### src/rtl/restoring_divider_ctrl.sv
// Purpose : unsigned 6-bit restoring divider sequencing one shared ripple-borrow subtractor.
// Latency : start edge E0, six trial subtractions on E1..E6, done strobe the cycle after E6;
//           a zero divisor short-circuits to done the cycle after E0.
// Backpres: none; start is only sampled in IDLE and is dropped (not queued) while busy or done.
//
// Ports:
//   clk, rst_n          rising-edge clock, asynchronous active-low reset
//   start               request pulse, sampled only in IDLE
//   dividend, divisor   operands, captured on the start edge
//   busy                high while iterating
//   done                one-cycle result strobe
//   quotient, remainder result, held until the next result
//   div_zero            last request had a zero divisor, held with the result

// Ripple-borrow subtractor: diff = a - b - borrowIn, borrowOut set when a < b + borrowIn.
module arithmeticUnit (
    input  logic [5:0] a,
    input  logic [5:0] b,
    input  logic       borrowIn,
    output logic [5:0] diff,
    output logic       borrowOut
);
    logic bw;

    always_comb begin
        diff = '0;
        bw   = borrowIn;
        for (int i = 0; i < 6; i++) begin
            diff[i] = a[i] ^ b[i] ^ bw;
            bw      = (~a[i] & b[i]) | (~(a[i] ^ b[i]) & bw);
        end
        borrowOut = bw;
    end
endmodule

module restoring_divider_ctrl (
    input  logic       clk,
    input  logic       rst_n,
    input  logic       start,
    input  logic [5:0] dividend,
    input  logic [5:0] divisor,
    output logic       busy,
    output logic       done,
    output logic [5:0] quotient,
    output logic [5:0] remainder,
    output logic       div_zero
);
    typedef enum logic [1:0] {
        IDLE = 2'd0,
        ITER = 2'd1,
        DONE = 2'd2
    } state_t;

    state_t     state;
    state_t     stateNext;

    logic [5:0] q_sh;
    logic [5:0] r;
    logic [5:0] d;
    logic [2:0] cnt;

    logic [5:0] trial;
    logic [5:0] diff;
    logic       borrowOut;
    logic       qBit;
    logic [5:0] rNext;
    logic [5:0] qShNext;

    // Next dividend bit joins the partial remainder; r[5] is always 0 here,
    // so dropping it loses nothing.
    assign trial = {r[4:0], q_sh[5]};

    arithmeticUnit u_sub (
        .a        (trial),
        .b        (d),
        .borrowIn (1'b0),
        .diff     (diff),
        .borrowOut(borrowOut)
    );

    // No borrow means trial >= d: keep the difference and emit a 1.
    // A borrow means the trial failed: restore by keeping trial and emit a 0.
    assign qBit    = ~borrowOut;
    assign rNext   = borrowOut ? trial : diff;
    assign qShNext = {q_sh[4:0], qBit};

    always_ff @(posedge clk or negedge rst_n) begin
        if (!rst_n) begin
            state <= IDLE;
        end else begin
            state <= stateNext;
        end
    end

    always_comb begin
        stateNext = state;
        busy      = 1'b0;
        done      = 1'b0;
        case (state)
            IDLE: begin
                if (start) begin
                    stateNext = (divisor == 6'd0) ? DONE : ITER;
                end
            end
            ITER: begin
                busy = 1'b1;
                if (cnt == 3'd0) begin
                    stateNext = DONE;
                end
            end
            DONE: begin
                done      = 1'b1;
                stateNext = IDLE;
            end
            default: begin
                stateNext = IDLE;
            end
        endcase
    end

    always_ff @(posedge clk or negedge rst_n) begin
        if (!rst_n) begin
            q_sh      <= '0;
            r         <= '0;
            d         <= '0;
            cnt       <= '0;
            quotient  <= '0;
            remainder <= '0;
            div_zero  <= 1'b0;
        end else begin
            case (state)
                IDLE: begin
                    if (start) begin
                        if (divisor != 6'd0) begin
                            q_sh <= dividend;
                            d    <= divisor;
                            r    <= '0;
                            cnt  <= 3'd5;
                        end else begin
                            quotient  <= 6'h3F;
                            remainder <= dividend;
                            div_zero  <= 1'b1;
                        end
                    end
                end
                ITER: begin
                    r    <= rNext;
                    q_sh <= qShNext;
                    cnt  <= cnt - 3'd1;
                    if (cnt == 3'd0) begin
                        quotient  <= qShNext;
                        remainder <= rNext;
                        div_zero  <= 1'b0;
                    end
                end
                default: begin
                end
            endcase
        end
    end

    // The partial remainder never outgrows the consumed dividend prefix.
    remainderFits: assert property (@(posedge clk) disable iff (!rst_n)
        (state == ITER) |-> (r[5] == 1'b0));

endmodule

### config.mk
export PLATFORM = sky130hd
export DESIGN_NAME = restoring_divider_ctrl
export DESIGN_NICKNAME = d
export VERILOG_FILES = /design/src/rtl/restoring_divider_ctrl.sv
export SDC_FILE = /design/constraint.sdc
export NUM_CORES = 1
export LEC_CHECK = 0
export CAP_MARGIN = 10
export CORE_MARGIN = 1
export CORE_UTILIZATION = 50
export DETAILED_ROUTE_END_ITERATION = 8
export HOLD_SLACK_MARGIN = 0.06
export PLACE_DENSITY_LB_ADDON = 0.1
export SLEW_MARGIN = 40
export SYNTH_ARGS = -nofsm -noshare
export SYNTH_HDL_FRONTEND = slang
export SYNTH_HIERARCHICAL = 1
export SYNTH_SLANG_ARGS = --single-unit
### constraint.sdc
create_clock -name clk -period 3.7 [get_ports clk]
set_input_delay 0.555 -clock clk [delete_from_list [all_inputs] [get_ports clk]]
set_output_delay 0.555 -clock clk [all_outputs]
set_load 0.01 [all_outputs]
Word level (Yosys, flattened, before mapping)

Index checks and enable logic that the tools add are counted.

Add/sub/neg operators: 1
Equal/unequal tests: 6
Multiplexer cells: 28
Bitwise operators: 39
Reduce and logical (&&, ||, !) cells: 9

Operators with widths:

| operator            | number |
|---|---|
| $mux 6              | 9 |
| $pmux 6 s2          | 3 |
| $not 1->1           | 12 |
| $and 1x1->1         | 11 |
| $xor 1x1->1         | 11 |
| $mux 5              | 2 |
| $pmux 5 s2          | 1 |
| $ne 2x2->1 const B  | 4 |
| $logic_not 6->1     | 1 |
| $mux 2              | 3 |
| $mux 3              | 2 |
| $pmux 3 s2          | 1 |
| $reduce_and 3->1    | 2 |
| $reduce_bool 6->1   | 1 |
| $mux 1              | 5 |
| $or 1x1->1          | 5 |
| $pmux 2 s2          | 1 |
| $reduce_and 4->1    | 1 |
| $logic_not 3->1     | 1 |
| $sub 3x1->3 const B | 1 |
| $eq 2x1->1 const B  | 1 |
| $eq 2x2->1 const B  | 1 |
| $logic_not 2->1     | 1 |
| $pmux 1 s2          | 1 |
| 2 further kinds     | 2 |

Bits in registers: 35
Output and inout port bits: 15

Logic depth before layout (Yosys ltp)

Word-level depth: 15
Gate-level depth with buffers: 15

By module

Netlist, hierarchy kept.

Modules (own cells, without submodules):

| module                 | instances | cells each | area an instance (µm²) | seq. area each (µm²) |
|---|---|---|---|---|
| restoring_divider_ctrl | 1         | 154        | 1624.1                 | 875.8 |
| arithmeticUnit         | 1         | 20         | 172.7                  | 0.0 |

Least setup slack after synthesis

Ideal clock, no wire load.

Path kind: register to register
Start: register d[0]
End: register r[0]
Arrival: 2.982 ns
Data required time: 3.580 ns
Slack: 0.598 ns
Cell stages (with the launch flop): 15
Cell sequence: dfrtp_1 > inv_1 > fa_1 > inv_1 > fa_1 > fa_1 > fa_1 > fa_1 > inv_1 > fa_1 > inv_1 > clkbuf_1 > mux2i_1 > nor2_1 > a31o_2

Cells in the longest elaborated chain, start to end: 13
Elaborated cells between the ends (all ways): 14

RTL lines:

| item                      | line | text |
|---|---|---|
| start: declaration        | 59   | `logic [5:0] d;` |
| start signal: assignment  | 136  | `d <= divisor;` |
| $and 1x1->1 (2 in series) | 30   | `bw = (~a[i] & b[i]) \| (~(a[i] ^ b[i]) & bw);` |
| $or 1x1->1                | 30   |  |
| $and 1x1->1               | 30   |  |
| $or 1x1->1                | 30   |  |
| $and 1x1->1               | 30   |  |
| $or 1x1->1                | 30   |  |
| $and 1x1->1               | 30   |  |
| $or 1x1->1                | 30   |  |
| $and 1x1->1               | 30   |  |
| $or 1x1->1                | 30   |  |
| via borrowOut             | 64   | `logic borrowOut;` |
| $mux 6                    | 84   | `assign rNext = borrowOut ? trial : diff;` |
| $pmux 5 s2                | 131  | `case (state)` |
| end signal: assignment    | 147  | `r <= rNext;` |
| end: declaration          | 58   | `logic [5:0] r;` |

The timed path passes the listed nets, and every way through them passes these cells.
A chain may end at the register's enable or synchronous reset.

Final worst setup path

Start: register d[0]
End: register remainder[1]

Cells in the longest elaborated chain, start to end: 14
Elaborated cells between the ends (all ways): 15

RTL lines:

| item                      | line | text |
|---|---|---|
| $and 1x1->1 (2 in series) | 30   |  |
| $or 1x1->1                | 30   |  |
| $and 1x1->1               | 30   |  |
| $or 1x1->1                | 30   |  |
| $and 1x1->1               | 30   |  |
| $or 1x1->1                | 30   |  |
| $and 1x1->1               | 30   |  |
| $or 1x1->1                | 30   |  |
| $and 1x1->1               | 30   |  |
| $or 1x1->1                | 30   |  |
| via borrowOut             | 64   |  |
| $mux 6                    | 84   |  |
| $mux 6                    | 150  | `if (cnt == 3'd0) begin` |
| $pmux 6 s2                | 131  |  |
| end signal: assignment    | 141  | `remainder <= dividend;` |
| end signal: assignment    | 152  | `remainder <= rNext;` |
| end: declaration          | 45   | `output logic [5:0] remainder,` |

The timed path passes the listed nets, and every way through them passes these cells. The select of a mux whose other input is x is not followed.

==> qor.txt <==
Share of layout cells above drive strength 1 - 15.0%
First-pass DRT Iterations - 4
Hold path cells - 1
Cells after Synth - 174
Via count - 1317
Layout Cells excl Fill - 253
Final period util - 87.4%
Core Footprint - 3390 sq um
Clk_lat worst skew - 0.35 ns
Die width - 61.9 um
Area occupied by multi-input gates - 778 sq um
Rows - 21
Status - finished, final reports clean
Most common cell after layout, fill and taps aside - dfrtp_1
Worst Clk Skew - 0.00924 ns
Cells on worst reg2reg path - 14
ANT nets after route - 0
CP endpoint kind - flop
Peak Freq - 309 MHz
CTS resizes - 0
Worst path arrival time - 3.46 ns
Pin count of the biggest net entering global routing - 36
Sequential element share of the synthesized area - 48.7%
Hold buffers post-CTS - 0
Crit Path Max Fanout - 8
P per Cell Area - 863 nW/um^2
Clk slew on worst S/H paths - 0.11 ns
Starting Density - 53.0%
Hold Crit Class - flop to flop
DRT iter0 DRCs - 38
CTS tree - yes
Critical path class - flop to flop
Fin crit period - 3.23 ns
Yosys Warn Count - 6
First-pass GRT wire length - 5930 um
Netlist cell types - 33
Max-cap violations - 0
Post-CTS Setup Inserts - 0
Setup WS pre-CTS - 0.479 ns
Mean area per synthesized cell - 10.3 sq um
DRC violations left - 0
Vias in the first global route - 1342
Layout Nets - 229
Mapped Nets - 197
Die Height - 61.9 um
Diodes inserted - 0
WL per Instance - 13.6 um
Total CTS buffers - 5
Tightest Pin Transition - 0.564 ns
I/O Pins - 30
Avg Vias per Cell - 5.21
Register bit count reported by yosys - 35
CTS Sinks - 35
RSZ-0062 raised after global routing - no
Area growth, synth to finish - 21.5%
Power Total - 1.88 mW
Dpl cell area - 2130 sq um
Commonest non-fill, non-tap cells in the layout - dfrtp_1 (35), clkdlybuf4s50_1 (29), inv_1 (25)
PortBufs - 29
Fill cells - 262
DP HPWL - 2520 um
Final setup fails - 0
Leak Pwr - 1.04 nW
Worst setup SP type - flop
Sequential cell area - 876 sq um
Worst VDD drop - 429 uV
Root buffer cell - clkbuf_4
Placed cell count - 245
Setup_tns - 0 ns
Total track usage - 21.9%
GP Congestion - 0.785
Fin util - 64.4%
Synthesized area - 1800 sq um
Min Hold Slack - 0.467 ns
Initial antenna violation count - 0
Final setup margin - 0.468 ns
Final Max Tran Viols - 0
Worst Path Required - 3.93 ns
CTS Buffer Depth - 2
Die area - 3840 sq um
Relative slew slack - 62.1%
Design area - 2180 sq um
Post-Route WL - 3440 um
H-tree depth - 2
Grt total ovfl - 0
Endpoints failing hold - 0
==> cell families after synthesis <==
logic type                 count (synthesis)  share of synthesized area (%)
and+or+nand+nor                           40                           11.4
AOI/OAI and AO/OA                         39                           13.2
buffers and inverters                     33                           7.94
muxes                                     18                           10.4
DFF                                       35                           48.7
other                                      1                          0.209
adders and majority gates                  8                           8.08
==> power by group <==
part	internal, mW	switching (mW)	total, mW
Clock	0.0725	0.140	0.213
Combinational	0.486	0.496	0.982
Sequential	0.563	0.126	0.689
==> sequential cells by signal, summed over array words and instances, names as in the netlist <==
signal / count
r: 5
quotient: 6
state: 2
div_zero: 1
d: 6
remainder: 6
q_sh: 6
cnt: 3
==> layer usage <==
metal	GRT usage, %	up-vias	wire length [um]
li1	-	629	-
met1	27.1	650	1520
met4	10.5	0	65
met5	0	-	0
met2	36.5	31	1720
met3	4.55	7	126
==> critical path: stages (launching register included) <==
cell and delay [ns]:
dfrtp_1 0.40, inv_1 0.08, fa_1 0.16, inv_1 0.05
fa_1 0.37, fa_1 0.38, fa_1 0.38, fa_1 0.36
inv_1 0.07, fa_1 0.17, inv_1 0.17, mux2i_1 0.21
nor2_1 0.08, a21oi_1 0.15, mux2i_1 0.09
==> Yosys cell counts, drive strengths merged <==
master / count / area [sq um]
fa: 6 / 120
a21oi: 25 / 136
or2: 1 / 6.26
inv: 25 / 93.8
mux2i: 12 / 120
a22oi: 1 / 7.51
clkbuf: 5 / 28.8
o21ai: 5 / 25.0
nor2b: 1 / 6.26
nand2b: 2 / 12.5
nand2: 7 / 26.3
conb: 1 / 3.75
or4: 1 / 11.3
ha: 2 / 25.0
or2b: 1 / 8.76
o21ba: 1 / 10.0
o21bai: 1 / 7.51
nand3: 1 / 5.00
nor3: 2 / 15.0
dfrtp: 35 / 876
a31o: 5 / 43.8
mux2: 6 / 67.6
buf: 3 / 20.0
nor2: 22 / 82.6
nor4: 1 / 21.3
o21a: 1 / 7.51
or3b: 1 / 8.76
==> cell type report <==
| type | count | area share [%] |
|---|---|---|
| Multi-Input combinational cell | 106 | 35.6 |
| Sequential cell | 35 | 40.1 |
| Clock inverter | 3 | 0.917 |
| Timing Repair Buffer | 33 | 14.7 |
| Inverter | 25 | 4.30 |
| Tap cell | 46 | 2.64 |
| Clock buffer | 5 | 1.72 |
==> final timing paths <==
kind                                      to  slack (ns)  startpoint
worst max-delay path            remainder[1]        0.47        d[0]
min in group asynchronous        quotient[1]        0.60       rst_n
max in group asynchronous       remainder[5]        2.80       rst_n
worst min-delay path                state[0]        0.47    state[1]
worst min register to register      state[0]        0.47    state[1]
worst max register to register  remainder[1]        0.47        d[0]
Power figures use the tool's default switching activity.
